$ cat config.mk
export PLATFORM = sky130hd
export DESIGN_NAME = jtag_tap_ctrl
export DESIGN_NICKNAME = d
export VERILOG_FILES = /design/src/rtl/jtag_tap_ctrl.sv
export SDC_FILE = /design/constraint.sdc
export NUM_CORES = 1
export LEC_CHECK = 0
export CORE_AREA = 5 5 42 44
export CTS_CLUSTER_SIZE = 24
export DETAILED_ROUTE_END_ITERATION = 10
export DIE_AREA = 0 0 47 49
export PLACE_DENSITY = 0.79
export REMOVE_ABC_BUFFERS = 1
export SLEW_MARGIN = 20
export SYNTH_ARGS = -nofsm -noshare
export SYNTH_HDL_FRONTEND = slang
export SYNTH_SLANG_ARGS = --single-unit
$ cat constraint.sdc
create_clock -name TCK -period 2.1 [get_ports TCK]
set_input_delay 0.42 -clock TCK [delete_from_list [all_inputs] [get_ports TCK]]
set_output_delay 0.42 -clock TCK [all_outputs]
set_load 0.02 [all_outputs]
$ cat src/rtl/jtag_tap_ctrl.sv
// IEEE 1149.1 TAP controller: 16-state TMS-steered FSM with Moore scan strobes,
// TDO mux select, TDO enable and a test-logic-reset flag.
module jtag_tap_ctrl (
    input  logic       TCK,
    input  logic       Rst,
    input  logic       TMS,
    output logic [3:0] State,
    output logic       Select,
    output logic       CaptureDR,
    output logic       ShiftDR,
    output logic       UpdateDR,
    output logic       CaptureIR,
    output logic       ShiftIR,
    output logic       UpdateIR,
    output logic       TestLogicReset,
    output logic       TDO_En
);

    typedef enum logic [3:0] {
        S_TLR    = 4'hF, S_RTI    = 4'hC,
        S_SEL_DR = 4'h7, S_CAP_DR = 4'h6, S_SH_DR = 4'h2, S_EX1_DR = 4'h1,
        S_PAU_DR = 4'h3, S_EX2_DR = 4'h0, S_UPD_DR = 4'h5,
        S_SEL_IR = 4'h4, S_CAP_IR = 4'hE, S_SH_IR = 4'hA, S_EX1_IR = 4'h9,
        S_PAU_IR = 4'hB, S_EX2_IR = 4'h8, S_UPD_IR = 4'hD
    } tap_state_t;

    tap_state_t state, nxt;

    always_comb begin
        nxt = S_TLR;
        case (state)
            S_TLR:    nxt = TMS ? S_TLR    : S_RTI;
            S_RTI:    nxt = TMS ? S_SEL_DR : S_RTI;
            S_SEL_DR: nxt = TMS ? S_SEL_IR : S_CAP_DR;
            S_CAP_DR: nxt = TMS ? S_EX1_DR : S_SH_DR;
            S_SH_DR:  nxt = TMS ? S_EX1_DR : S_SH_DR;
            S_EX1_DR: nxt = TMS ? S_UPD_DR : S_PAU_DR;
            S_PAU_DR: nxt = TMS ? S_EX2_DR : S_PAU_DR;
            S_EX2_DR: nxt = TMS ? S_UPD_DR : S_SH_DR;
            S_UPD_DR: nxt = TMS ? S_SEL_DR : S_RTI;
            S_SEL_IR: nxt = TMS ? S_TLR    : S_CAP_IR;
            S_CAP_IR: nxt = TMS ? S_EX1_IR : S_SH_IR;
            S_SH_IR:  nxt = TMS ? S_EX1_IR : S_SH_IR;
            S_EX1_IR: nxt = TMS ? S_UPD_IR : S_PAU_IR;
            S_PAU_IR: nxt = TMS ? S_EX2_IR : S_PAU_IR;
            S_EX2_IR: nxt = TMS ? S_UPD_IR : S_SH_IR;
            S_UPD_IR: nxt = TMS ? S_SEL_DR : S_RTI;
            default:  nxt = S_TLR;
        endcase
    end

    // Outputs are registered from the next-state decode, so they line up
    // exactly with State and carry no path from TMS.
    always_ff @(posedge TCK) begin
        if (Rst) begin
            state          <= S_TLR;
            Select         <= 1'b0;
            CaptureDR      <= 1'b0;
            ShiftDR        <= 1'b0;
            UpdateDR       <= 1'b0;
            CaptureIR      <= 1'b0;
            ShiftIR        <= 1'b0;
            UpdateIR       <= 1'b0;
            TestLogicReset <= 1'b1;
            TDO_En         <= 1'b0;
        end else begin
            state          <= nxt;
            Select         <= (nxt == S_CAP_IR) || (nxt == S_SH_IR)  || (nxt == S_EX1_IR) ||
                              (nxt == S_PAU_IR) || (nxt == S_EX2_IR) || (nxt == S_UPD_IR);
            CaptureDR      <= (nxt == S_CAP_DR);
            ShiftDR        <= (nxt == S_SH_DR);
            UpdateDR       <= (nxt == S_UPD_DR);
            CaptureIR      <= (nxt == S_CAP_IR);
            ShiftIR        <= (nxt == S_SH_IR);
            UpdateIR       <= (nxt == S_UPD_IR);
            TestLogicReset <= (nxt == S_TLR);
            TDO_En         <= (nxt == S_SH_DR) || (nxt == S_SH_IR);
        end
    end

    assign State = state;

endmodule
==> flow_summary.json <==
{
  "status": "finished, final reports clean",
  "period_minus_slack_ns": 1.93,
  "setup_tns_ns": 0,
  "maxSlewHeadroom_pct": 72.1,
  "synth_warnings": 0,
  "startpoint_type": "flop",
  "seq_area_frac_synth_pct": 48.4,
  "h-tree-depth": 1,
  "final_nets": 78,
  "gp_congestion": 0.808,
  "synthTopCellsByArea": "dfxtp_1, nor4b_4, nor2_1, a21oi_1, nor4_1",
  "drt-vias-per-instance": 5.18,
  "multi_input_area_sq_um": 236,
  "period_share_pct": 92.1,
  "syn_avg_cell_area_sq_um": 9.28,
  "cap_violations": 0,
  "power_frac_clock_pct": 26.5,
  "synthMuxAreaShare_pct": 0,
  "crit_buf_inv": 1,
  "crit_type": "reg -> out",
  "drtIter0Drc": 12,
  "core_sq_um": 1400,
  "cts_tree": "yes",
  "synth_edf_count": 0,
  "place_ws_ns": 0.385,
  "drv_slew": 0,
  "p_int_mw": 0.403,
  "synth_area_leader_cell": "dfxtp_1",
  "cp_max_fo": 12,
  "seqPwrFrac_pct": 48.4,
  "async_reset_ff_share_pct": 0,
  "die_y_microns": 49,
  "fill_cells": 144,
  "synth_common_cells": "dfxtp_1, nor2_1, a21oi_1, nand2_1",
  "p_sw_mw": 0.168,
  "cts-root-buf": "clkbuf_4",
  "boundaryPins": 16,
  "p_total_mw": 0.571,
  "drc": 0,
  "grt_max_degree": 15,
  "synth_seq_cells": 13,
  "fp.dieArea_sq_um": 2300,
  "power_density_nw_per_um2": 794,
  "skew_ns": 0.00374,
  "syn_area_sq_um": 538,
  "initial_core_util_pct": 38.4,
  "grt_pass1_wl_mm": 1.75,
  "ctsHoldBuffers": 0,
  "postLayoutCoreUtil_pct": 51.3,
  "synth_cell_type_count": 27,
  "setup_viol": 0,
  "hp-class": "reg -> reg",
  "synth_adder_area_share_pct": 0,
  "die_w_microns": 47,
  "first_pass_iters": 4,
  "clk-insertion-delay-late_ns": 0.27,
  "synth_xor_area_share_pct": 0,
  "combPwrFrac_pct": 25.1,
  "cellLeakagePower_nw": 0.288,
  "slowest_delay_ns": 0.69,
  "grt.total_usage_pct": 10.5,
  "numCtsBuffers": 3,
  "diodes": 0,
  "yosysMostFrequentCell": "dfxtp_1",
  "regArea_sq_um": 260,
  "ant_nets": 0,
  "crit_chain": "clkdlybuf4s50_1",
  "grt_overflow_total": 0,
  "io_buffers": 15,
  "clkSinkCount": 13,
  "critPathSlowestCell": "clkdlybuf4s50_1",
  "grt_pass1_vias": 400,
  "peakVddDrop_mv": 0.456,
  "crit_family": "buffers and inverters",
  "hold_viol_final": 0,
  "worst_slew_pin_slew_ns": 0.417,
  "crit_path_end_kind": "output pin",
  "cp.required_ns": 1.68,
  "arrival_ns": 1.51,
  "rows": 14,
  "postCtsSetupRepairBufs": 0,
  "worst_slack_ns": 0.165,
  "drive_gt1_share_pct": 13.5,
  "synth_flop_cell": "dfxtp_1",
  "wire_per_inst_microns": 11.0,
  "area_growth_pct": 33.7,
  "swShare_pct": 29.4,
  "cts_buffer_depth": 2,
  "clkSlewWorstSetupHoldPaths_ns": 0.08,
  "ctsResizeCount": 0,
  "vias": 466,
  "synth-simple-area-share_pct": 30.9,
  "drt_wl_total_microns": 992,
  "grt_setup_unrepaired": "false",
  "synth_cells": 58,
  "synth_top_family_by_area": "simple AND/OR/NAND/NOR gates",
  "hpwl_microns": 678,
  "fmax_mhz": 517,
  "grt_antenna_before_repair": 0,
  "synth_compound_area_share_pct": 13.0,
  "synth_top_area_share_pct": 48.4
}
## cell usage in the layout (no fill, tap or decap), types with 2 or more instances in the layout
cell type	n
dfxtp_1	13
nor4_1	3
nor3_1	2
clkbuf_4	3
o21ai_0	3
nand3_1	2
nand2_1	4
buf_4	3
nor2_1	6
clkdlybuf4s50_1	15
a21oi_1	4
## through the flow
step	cell area, sq um	cells	hold slack [ns]
2_1_floorplan	500	52	0.497
3_3_place_gp	693	86	0.606
3_5_place_dp	693	86	0.612
4_1_cts	719	90	0.632
5_1_grt	719	90	0.674
6_report	719	90	0.634
## flip-flops by register name, indices dropped and copies added, names as in the netlist
register and cells:
State 4, ShiftIR 1, CaptureIR 1, TDO_En 1, CaptureDR 1, Select 1, ShiftDR 1, UpdateDR 1
TestLogicReset 1, UpdateIR 1
## power groups by stage
stage	Combinational, mW	Clock [mW]	Sequential (mW)
global route	0.158	0.176	0.279
global placement	0.143	0	0.281
floorplan	0.0465	0	0.315
CTS	0.144	0.158	0.276
detailed placement	0.144	0	0.281
finish	0.144	0.151	0.276
## layer usage
layer | up-vias | global-route usage, % | routed length, microns
li1 | 237 | - | -
met1 | 207 | 15.6 | 475
met2 | 20 | 11.5 | 397
met3 | 2 | 5.54 | 104
met4 | 0 | 5.53 | 14
met5 | - | 0 | 0
## final cells by class
class / instances / share of cell area [%]
Clock buffer: 4 / 3.65
Tap cell: 16 / 2.78
Inverter: 1 / 0.522
Sequential cell: 13 / 36.2
Multi-Input combinational cell: 38 / 32.9
Timing Repair Buffer: 18 / 24.0
## kinds of logic (layout without fill, tap and decap cells)
kind of cell,after synthesis,count (layout)
compound gates,11,11
flops,13,13
buf+inv,7,23
simple gates,27,27
## worst paths after layout
check | startpoint | end | slack (ns) | depth (start not counted)
worst min register to register | State[1]$_SDFF_PP1_ | UpdateIR$_SDFF_PP0_ | 0.63 | 2
worst max register to register | State[2]$_SDFF_PP1_ | State[3]$_SDFF_PP1_ | 0.92 | 3
worst min-delay path | State[1]$_SDFF_PP1_ | UpdateIR$_SDFF_PP0_ | 0.63 | 2
worst max-delay path | State[2]$_SDFF_PP1_ | State[2] | 0.17 | 1
(Power assumes the default switching activity.)
